### config.mk
export PLATFORM = sky130hd
export DESIGN_NAME = mem_fill_engine
export DESIGN_NICKNAME = d
export VERILOG_FILES = /design/src/rtl/mem_fill_pkg.sv /design/src/rtl/mem_fill_datagen.sv /design/src/rtl/mem_fill_engine.sv
export SDC_FILE = /design/constraint.sdc
export NUM_CORES = 1
export LEC_CHECK = 0
export CORE_MARGIN = 1
export CORE_UTILIZATION = 45
export DETAILED_ROUTE_END_ITERATION = 7
export PLACE_DENSITY = 0.7
export SYNTH_ARGS = -nofsm -noshare
export SYNTH_HDL_FRONTEND = slang
export SYNTH_SLANG_ARGS = --single-unit
### constraint.sdc
create_clock -name clk -period 7.45 [get_ports clk]
set_input_delay 1.8625 -clock clk [delete_from_list [all_inputs] [get_ports clk]]
set_output_delay 1.8625 -clock clk [all_outputs]
set_load 0.02 [all_outputs]
### src/rtl/mem_fill_pkg.sv
// Shared types for the memory fill engine: fill mode and FSM state encodings.
package mem_fill_pkg;

  localparam int unsigned MODE_W = 2;

  // Fill pattern selector; code 3 is not listed and falls back to identity.
  typedef enum logic [1:0] {
    MODE_IDENTITY = 2'd0,
    MODE_CONST    = 2'd1,
    MODE_STEP     = 2'd2
  } fill_mode_e;

  // Engine states; VRD/VWAIT/VCMP are only reachable in verify builds.
  typedef enum logic [2:0] {
    ST_IDLE  = 3'd0,
    ST_WRITE = 3'd1,
    ST_VRD   = 3'd2,
    ST_VWAIT = 3'd3,
    ST_VCMP  = 3'd4,
    ST_DONE  = 3'd5
  } fill_state_e;

endpackage

### src/rtl/mem_fill_datagen.sv
// Pattern generator: value written to (and expected back from) index i.
module mem_fill_datagen
  import mem_fill_pkg::*;
#(
  parameter int unsigned ADDR_W = 8,
  parameter int unsigned DATA_W = 8
) (
  input  logic [MODE_W-1:0] i_mode,
  input  logic [DATA_W-1:0] i_fill_value,
  input  logic [DATA_W-1:0] i_step,
  input  logic [ADDR_W:0]   i_idx,
  output logic [DATA_W-1:0] o_gen_c
);

  logic [DATA_W-1:0] w_idx_d;

  assign w_idx_d = DATA_W'(i_idx);

  // Select the pattern; all arithmetic wraps modulo 2**DATA_W.
  always_comb begin
    o_gen_c = w_idx_d;
    case (i_mode)
      MODE_CONST: o_gen_c = i_fill_value;
      MODE_STEP:  o_gen_c = i_fill_value + w_idx_d * i_step;
      default:    o_gen_c = w_idx_d;
    endcase
  end

endmodule

### src/rtl/mem_fill_engine.sv
// Memory fill engine: writes DEPTH locations with a generated pattern,
// optionally reading them back and flagging the first mismatch.
// Optional feature macro: MEM_FILL_VERIFY_EN (read-back verify).
module mem_fill_engine
  import mem_fill_pkg::*;
#(
  parameter int unsigned ADDR_W = 8,
  parameter int unsigned DATA_W = 8,
  parameter int unsigned DEPTH  = 256,
  parameter int unsigned RD_LAT = 1
) (
  input  logic              clk,
  input  logic              reset_n,
  input  logic              start,
  input  logic              abort,
  input  logic [MODE_W-1:0] mode,
  input  logic [DATA_W-1:0] fill_value,
  input  logic [DATA_W-1:0] step,
  output logic [ADDR_W-1:0] mem_address,
  output logic              mem_wren,
  output logic [DATA_W-1:0] mem_wdata,
  input  logic [DATA_W-1:0] mem_rdata,
  output logic              busy,
  output logic              done,
  output logic              error,
  output logic [ADDR_W-1:0] err_addr
);

  // One extra index bit so a full 2**ADDR_W fill terminates cleanly.
  localparam int unsigned IDX_W    = ADDR_W + 1;
  localparam logic [IDX_W-1:0] LAST_IDX = IDX_W'(DEPTH - 1);

  fill_state_e       r_state, w_state_nxt;
  logic [IDX_W-1:0]  r_idx, w_idx_nxt;
  logic [MODE_W-1:0] r_mode, w_mode_nxt;
  logic [DATA_W-1:0] r_fill, w_fill_nxt;
  logic [DATA_W-1:0] r_step, w_step_nxt;
  logic [ADDR_W-1:0] r_addr, w_addr_nxt;
  logic              r_wren, w_wren_nxt;
  logic [DATA_W-1:0] r_wdata, w_wdata_nxt;
  logic              r_busy, w_busy_nxt;
  logic              r_done, w_done_nxt;
  logic [DATA_W-1:0] w_gen;
  logic              w_last;

`ifdef MEM_FILL_VERIFY_EN
  localparam int unsigned WAIT_CYC  = (RD_LAT > 1) ? RD_LAT - 1 : 1;
  localparam logic [1:0]  WAIT_LAST = 2'(WAIT_CYC - 1);

  logic [1:0]        r_wait, w_wait_nxt;
  logic [DATA_W-1:0] r_exp;
  logic              r_error, w_error_nxt;
  logic [ADDR_W-1:0] r_err_addr, w_err_addr_nxt;
  logic              w_mismatch;

  assign w_mismatch = (mem_rdata != r_exp);
`else
  logic w_unused_rdata;
  assign w_unused_rdata = ^{mem_rdata, 2'(RD_LAT)};
`endif

  assign w_last = (r_idx == LAST_IDX);

  // Single pattern generator, fed with next-cycle config and index so the
  // registered write data and the captured compare value line up with state.
  mem_fill_datagen #(
    .ADDR_W(ADDR_W),
    .DATA_W(DATA_W)
  ) u_datagen (
    .i_mode      (w_mode_nxt),
    .i_fill_value(w_fill_nxt),
    .i_step      (w_step_nxt),
    .i_idx       (w_idx_nxt),
    .o_gen_c     (w_gen)
  );

  // Next-state, index and config logic; abort wins in every busy state.
  always_comb begin
    w_state_nxt = r_state;
    w_idx_nxt   = r_idx;
    w_mode_nxt  = r_mode;
    w_fill_nxt  = r_fill;
    w_step_nxt  = r_step;
`ifdef MEM_FILL_VERIFY_EN
    w_wait_nxt     = r_wait;
    w_error_nxt    = r_error;
    w_err_addr_nxt = r_err_addr;
`endif
    case (r_state)
      ST_IDLE, ST_DONE: begin
        if (start) begin
          w_state_nxt = ST_WRITE;
          w_idx_nxt   = '0;
          w_mode_nxt  = mode;
          w_fill_nxt  = fill_value;
          w_step_nxt  = step;
`ifdef MEM_FILL_VERIFY_EN
          w_error_nxt    = 1'b0;
          w_err_addr_nxt = '0;
`endif
        end
      end
      ST_WRITE: begin
        if (abort) begin
          w_state_nxt = ST_IDLE;
        end else if (w_last) begin
`ifdef MEM_FILL_VERIFY_EN
          w_state_nxt = ST_VRD;
          w_idx_nxt   = '0;
`else
          w_state_nxt = ST_DONE;
`endif
        end else begin
          w_idx_nxt = r_idx + IDX_W'(1);
        end
      end
`ifdef MEM_FILL_VERIFY_EN
      ST_VRD: begin
        if (abort) begin
          w_state_nxt = ST_IDLE;
        end else if (RD_LAT <= 1) begin
          w_state_nxt = ST_VCMP;
        end else begin
          w_state_nxt = ST_VWAIT;
          w_wait_nxt  = '0;
        end
      end
      ST_VWAIT: begin
        if (abort) begin
          w_state_nxt = ST_IDLE;
        end else if (r_wait == WAIT_LAST) begin
          w_state_nxt = ST_VCMP;
        end else begin
          w_wait_nxt = r_wait + 2'd1;
        end
      end
      ST_VCMP: begin
        if (abort) begin
          w_state_nxt = ST_IDLE;
        end else begin
          if (w_mismatch && !r_error) begin
            w_error_nxt    = 1'b1;
            w_err_addr_nxt = r_idx[ADDR_W-1:0];
          end
          if (w_last) begin
            w_state_nxt = ST_DONE;
          end else begin
            w_state_nxt = ST_VRD;
            w_idx_nxt   = r_idx + IDX_W'(1);
          end
        end
      end
`endif
      default: w_state_nxt = ST_IDLE;
    endcase
  end

  // Output values for the coming cycle, decoded from the next state.
  assign w_wren_nxt  = (w_state_nxt == ST_WRITE);
  assign w_done_nxt  = (w_state_nxt == ST_DONE);
  assign w_busy_nxt  = (w_state_nxt != ST_IDLE) && (w_state_nxt != ST_DONE);
  assign w_addr_nxt  = w_busy_nxt ? w_idx_nxt[ADDR_W-1:0] : r_addr;
  assign w_wdata_nxt = w_wren_nxt ? w_gen : r_wdata;

  // State, config and registered outputs; reset clears everything at once.
  always_ff @(posedge clk or negedge reset_n) begin
    if (!reset_n) begin
      r_state <= ST_IDLE;
      r_idx   <= '0;
      r_mode  <= '0;
      r_fill  <= '0;
      r_step  <= '0;
      r_addr  <= '0;
      r_wren  <= 1'b0;
      r_wdata <= '0;
      r_busy  <= 1'b0;
      r_done  <= 1'b0;
`ifdef MEM_FILL_VERIFY_EN
      r_wait     <= '0;
      r_exp      <= '0;
      r_error    <= 1'b0;
      r_err_addr <= '0;
`endif
    end else begin
      r_state <= w_state_nxt;
      r_idx   <= w_idx_nxt;
      r_mode  <= w_mode_nxt;
      r_fill  <= w_fill_nxt;
      r_step  <= w_step_nxt;
      r_addr  <= w_addr_nxt;
      r_wren  <= w_wren_nxt;
      r_wdata <= w_wdata_nxt;
      r_busy  <= w_busy_nxt;
      r_done  <= w_done_nxt;
`ifdef MEM_FILL_VERIFY_EN
      r_wait     <= w_wait_nxt;
      r_error    <= w_error_nxt;
      r_err_addr <= w_err_addr_nxt;
      if (w_state_nxt == ST_VRD) begin
        r_exp <= w_gen;
      end
`endif
    end
  end

  assign mem_address = r_addr;
  assign mem_wren    = r_wren;
  assign mem_wdata   = r_wdata;
  assign busy        = r_busy;
  assign done        = r_done;
`ifdef MEM_FILL_VERIFY_EN
  assign error       = r_error;
  assign err_addr    = r_err_addr;
`else
  assign error       = 1'b0;
  assign err_addr    = '0;
`endif

endmodule

After elaboration in Yosys (flattened, before gate mapping) --
Cells that the tools add are included.
Storage, ports and cells: bits in read-only memories 0, memories 0, memory bits (writable) 0, bits in latches 0, output and inout port bits 28, register bits after elaboration 49
Cells by class: equal/unequal tests 11, bitwise gates (word level) 0, add/subtract/negate cells 2, magnitude comparators 0, multipliers 1, divide/modulo/power cells 0, shift operators 0, mux-type cells 15, reduce and logical (&&, ||, !) cells 6
Operators by type and width (number):
- 2-to-1 mux 8 bit | 4
- 2-to-1 mux 9 bit | 3
- case mux 9 bit (2 select lines) | 1
- case mux 8 bit (2 select lines) | 1
- adder 9 x 1 -> 9 bit (second input constant) | 1
- equality test 9 x 8 -> 1 bit (second input constant) | 1
- 2-to-1 mux 3 bit | 3
- adder 8 bit | 1
- multiplier 8 x 8 -> 8 bit | 1
- equality test 3 x 1 -> 1 bit (second input constant) | 2
- equality test 3 bit (second input constant) | 2
- inequality test 2 bit (second input constant) | 3
- case mux 3 bit (2 select lines) | 1
- 2-to-1 mux 2 bit | 2
- AND reduction 4 bit | 1
- zero test 3 bit | 1
- inequality test 3 bit (second input constant) | 1
- nonzero test 3 bit | 1
- equality test 2 x 1 -> 1 bit (second input constant) | 1
- equality test 2 bit (second input constant) | 1
- nonzero test 2 bit | 1
- OR reduction 2 bit | 1
- logical AND 1 bit | 1

Depth between registers and ports, before layout --
depth after elaboration 7, gate-level depth with buffers 24

Cells and area by module --
A second synthesis with hierarchy kept.
Second synthesis, totals: cell total of the unflattened synthesis 323, area total of the unflattened synthesis 3457.1 sq um
By module, submodules not included:
- mem_fill_engine | cells each 165, area an instance 2170.8 sq um, instances 1
- mem_fill_datagen | cells each 158, area an instance 1286.2 sq um, instances 1

Worst setup path after synthesis --
No wires, ideal clock.
path kind input port to flip-flop, start in start, end reg r_wdata[7], in the netlist mem_wdata[7], setup time 0.142 ns, arrival time 7.119 ns, path buffers 2, slack 0.189 ns, stages on the path 20, cells stage by stage inv_1 nor3_4 buf_2 buf_1 mux2_2 inv_1 fa_1 fa_1 inv_1 fa_1 inv_1 fa_1 inv_1 ha_1 a21oi_1 xnor3_1 xnor2_1 xnor3_1 xnor3_1 o221ai_1
Between the ends: elaborated cells between the ends (all ways) 16
RTL lines:
- start: declaration | RTL line mem_fill_engine.sv:14 | input logic start,
- 2-to-1 mux 8 bit | RTL line mem_fill_engine.sv:91 | if (start) begin
- 2-to-1 mux 8 bit | RTL line mem_fill_engine.sv:89 | case (r_state)
- via u_datagen.i_fill_value[6] | RTL line mem_fill_datagen.sv:9 | input logic [DATA_W-1:0] i_fill_value,
- adder 8 bit | RTL line mem_fill_datagen.sv:24 | MODE_STEP: o_gen_c = i_fill_value + w_idx_d * i_step;
- case mux 8 bit (2 select lines) | RTL line mem_fill_datagen.sv:22 | case (i_mode)
- end signal: assignment | RTL line mem_fill_engine.sv:192 | r_wdata <= w_wdata_nxt;
- end: declaration | RTL line mem_fill_engine.sv:40 | logic [DATA_W-1:0] r_wdata, w_wdata_nxt;
The timed path passes the listed nets, and every way through them passes these cells. The select of a mux whose other input is x is not followed. A chain may end at the register's enable or synchronous reset.

Worst setup path after layout --
start in start, end reg r_wdata[7], in the netlist mem_wdata[7]
Between the ends: cells in the longest elaborated chain, start to end 5, elaborated cells between the ends (all ways) 16
Ends and longest elaborated chain:
- 2-to-1 mux 9 bit | RTL line mem_fill_engine.sv:91
- case mux 9 bit (2 select lines) | RTL line mem_fill_engine.sv:89
- via u_datagen.i_idx[3] | RTL line mem_fill_datagen.sv:11 | input logic [ADDR_W:0] i_idx,
- multiplier 8 x 8 -> 8 bit | RTL line mem_fill_datagen.sv:24
- adder 8 bit | RTL line mem_fill_datagen.sv:24
- case mux 8 bit (2 select lines) | RTL line mem_fill_datagen.sv:22
The timed path passes the listed nets, and every way through them passes these cells. The select of a mux whose other input is x is not followed.

==> results.tsv <==
stage	metric	value	unit
status	outcome	finished, final reports clean	
setup_path	criticalPathCategory	in -> reg	
final_layout	drive_above_1_share	19.0	%
route	viasPerCell	5.07	
yosys	synth.cell_area	3370	um^2
setup_path	cp_slowest_cell	fa_1	
floorplan	initial_utilization	46.4	%
clock_tree	cts.sinks	49	
pwr	p_switching	0.372	mW
yosys	synthCells	340	
route	drt-total-wl	7890	um
flow_run	drv_cap	0	
place	dpl-instance-area	4130	um^2
yosys	synth_warnings	0	
route	first_pass_iters	4	
yosys	synth.distinct_cells	56	
worst_hold_path	min-delay-path-class	reg -> reg	
pwr	pwr-share-clk	18.9	%
timing	final_hold_viol_count	0	
pwr	combPwrFrac	48.9	%
floorplan	die-area	7830	um^2
setup_path	crit_path_frequent_cell	fa_1	
route	drc	0	
grt	grt_pass1_wl	12800	um
yosys	ys.flop_type	dfrtp_1	
worst_hold_path	min_from	mem_wdata[1]	
floorplan	core	7250	um^2
route	drt_iter0_drc	149	
final_layout	fin_cells	521	
timing	skew	0.00818	ns
place	dp_cells	510	
setup_path	critPathBufInv	4	
route	num_vias	2642	
setup_path	worstPathArrival	7.36	ns
setup_path	end_kind	flop	
timing	rsz0062_at_grt	no	
timing	min_period_over_period	96.6	%
place	dp_hpwl	6170	um
grt	grt_max_degree	50	
timing	period_minus_slack	7.19	ns
floorplan	die_w	88.5	um
final_layout	final_cell_mix	nand2_1, dfrtp_1, inv_1	
grt	grt_usage	22.0	%
grt	grt_pass1_vias	2698	
timing	worst_pin_slew	1.07	ns
pwr	power_density	240	nW/um^2
setup_path	cp_slowest_stage_delay	0.52	ns
pwr	seqPwrFrac	32.1	%
clock_tree	clkLatencyLatePin	0.30	ns
final_layout	fillerInstances	636	
timing	slew_headroom	29.0	%
setup_path	crit_start	start	
clock_tree	cts-root-buf	clkbuf_8	
setup_path	critPathRequiredTime	7.62	ns
grt	antenna_found_initial	0	
setup_path	crit_family	adder cells	
timing	final_max_slew_viol_count	0	
clock_tree	clockBufferDepth	2	
yosys	syn_avg_cell_area	9.90	um^2
final_layout	area_growth_syn_to_layout	28.5	%
floorplan	std_cell_rows	31	
setup_path	r2r_start	r_state[1]	
final_layout	final_common_cell	nand2_1	
clock_tree	cts_buffers	5	
yosys	synth-edff-count	0	
place	place_ws	-0.465	ns
pwr	p_leak	2.12	nW
final_layout	final_area	4330	um^2
setup_path	worstPathMaxFanout	3	
route	antenna_left	0	
floorplan	fp.dieH	88.5	um
yosys	synth_seq_area_share	36.4	%
timing	worst_slack	0.256	ns
final_layout	fin_nets	489	
route	wire_per_inst	15.1	um
timing	setup_viol	0	
yosys	ys_async_sr_fraction	100	%
setup_path	critPathLaunchType	primary input	
timing	max_freq	0.139	GHz
place	gp_congestion	0.908	
setup_path	crit_chain	clkdlybuf4s50_1 > o21bai_1 > a21oi_2 > and4_1 > nor3_2 > nand2_1 > fa_1 > inv_1 > fa_1 > ha_1 > inv_1 > fa_1 > inv_1 > fa_1 > a21o_1 > a21oi_2 > xnor3_1 > xnor2_2 > xnor3_1 > xnor3_1 > o221ai_1	
pwr	finalPower	1.04	mW
pwr	ir_worst_vdd	0.0982	mV
clock_tree	ctsHtreeMaxLevel	2	
clock_tree	clk_pin_slew	0.08	ns
pwr	power.internal	0.667	mW
floorplan	ios	58	
clock_tree	cts_tree	yes	
final_layout	diodes	0	
place	io_buffers	40	
yosys	ys_ff_latch	49	
pwr	netSwitchingFraction	35.8	%
grt	gr-total-overflow	0	
## power groups by stage
stage	clock network, mW	logic [mW]	registers [mW]
global route	0.209	0.563	0.339
finish	0.197	0.508	0.334
floorplan	0	0.280	0.360
global placement	0	0.490	0.336
detailed placement	0	0.499	0.339
CTS	0.200	0.509	0.334
## area by class of cell
type                    instances  area [um^2]  area share [%]
multi-input cells             231         1930            44.6
flip-flops and latches         49         1230            28.3
repair buffers                 85          744            17.2
inverters                      49          184            4.25
well taps                      99          124            2.86
clock buffers                   7         86.3            2.00
clock inverters                 1         30.0           0.694
## cell usage after synthesis (all sizes together) (6+ instances only)
cell type	instances	area, um^2
inv	49	184
nor2	14	52.6
xnor2	9	78.8
o21ai	8	43.8
clkbuf	7	27.5
dfrtp	49	1230
ha	20	250
fa	18	360
nand2	51	191
mux2	12	135
mux2i	6	60.1
and2	7	43.8
a21oi	12	63.8
buf	13	86.3
a31oi	6	37.5
## routing by layer
metal | share of wire [%] | GRT usage [%]
met5 | 0 | 0
met4 | 1.3 | 8.36
met3 | 3.2 | 3.36
met2 | 52 | 38.6
met1 | 43 | 27.5
## cell families (layout without fill, tap and decap cells)
group | Yosys count | after routing | synth area share (%)
other | 1 | 10 | 0.111
buffers and inverters | 69 | 142 | 8.85
AO/OA/AOI/OAI | 51 | 51 | 10.6
AND/OR/NAND/NOR | 98 | 98 | 14.7
flip-flops | 49 | 49 | 36.4
adder cells (fa/ha/maj) | 38 | 38 | 18.1
XOR/XNOR | 16 | 16 | 5.39
multiplexers | 18 | 18 | 5.80
## state kept, by name (all words and copies together) (netlist names)
name and cells:
r_mode 2, done 1, mem_wren 1, r_fill 8, mem_address 8, r_state 3, r_step 8, mem_wdata 8
busy 1, r_idx 9
## what timing repair did
action,in CTS,in global routing
setup endpoints to repair,1,1
cloned,0,0
hold buffers,0,0
pin swaps,3,5
buffers inserted,0,3
gates resized for setup,4,7
## through the flow
step                      hold WS [ns]  util, %  setup TNS, ns
final                            0.487     59.6              0
after global routing             0.510     59.6              0
after CTS                        0.492     58.8              0
after detailed placement         0.470     57.0         -0.465
after global placement           0.462     57.0         -0.363
after floorplan                  0.459        -              0
## path summary, 6_finish.rpt
path	endpoint	slack (ns)	depth (start not counted)
worst max-delay path	mem_wdata[7]	0.26	21
worst min-delay path	mem_wdata[1]	0.49	1
worst max register to register	mem_wdata[7]	1.26	19
worst min register to register	mem_wdata[1]	0.49	1
max in group asynchronous	r_step[1]	5.05	1
min in group asynchronous	r_state[0]	1.75	1
Note: power is estimated with default switching activity, not from simulation.
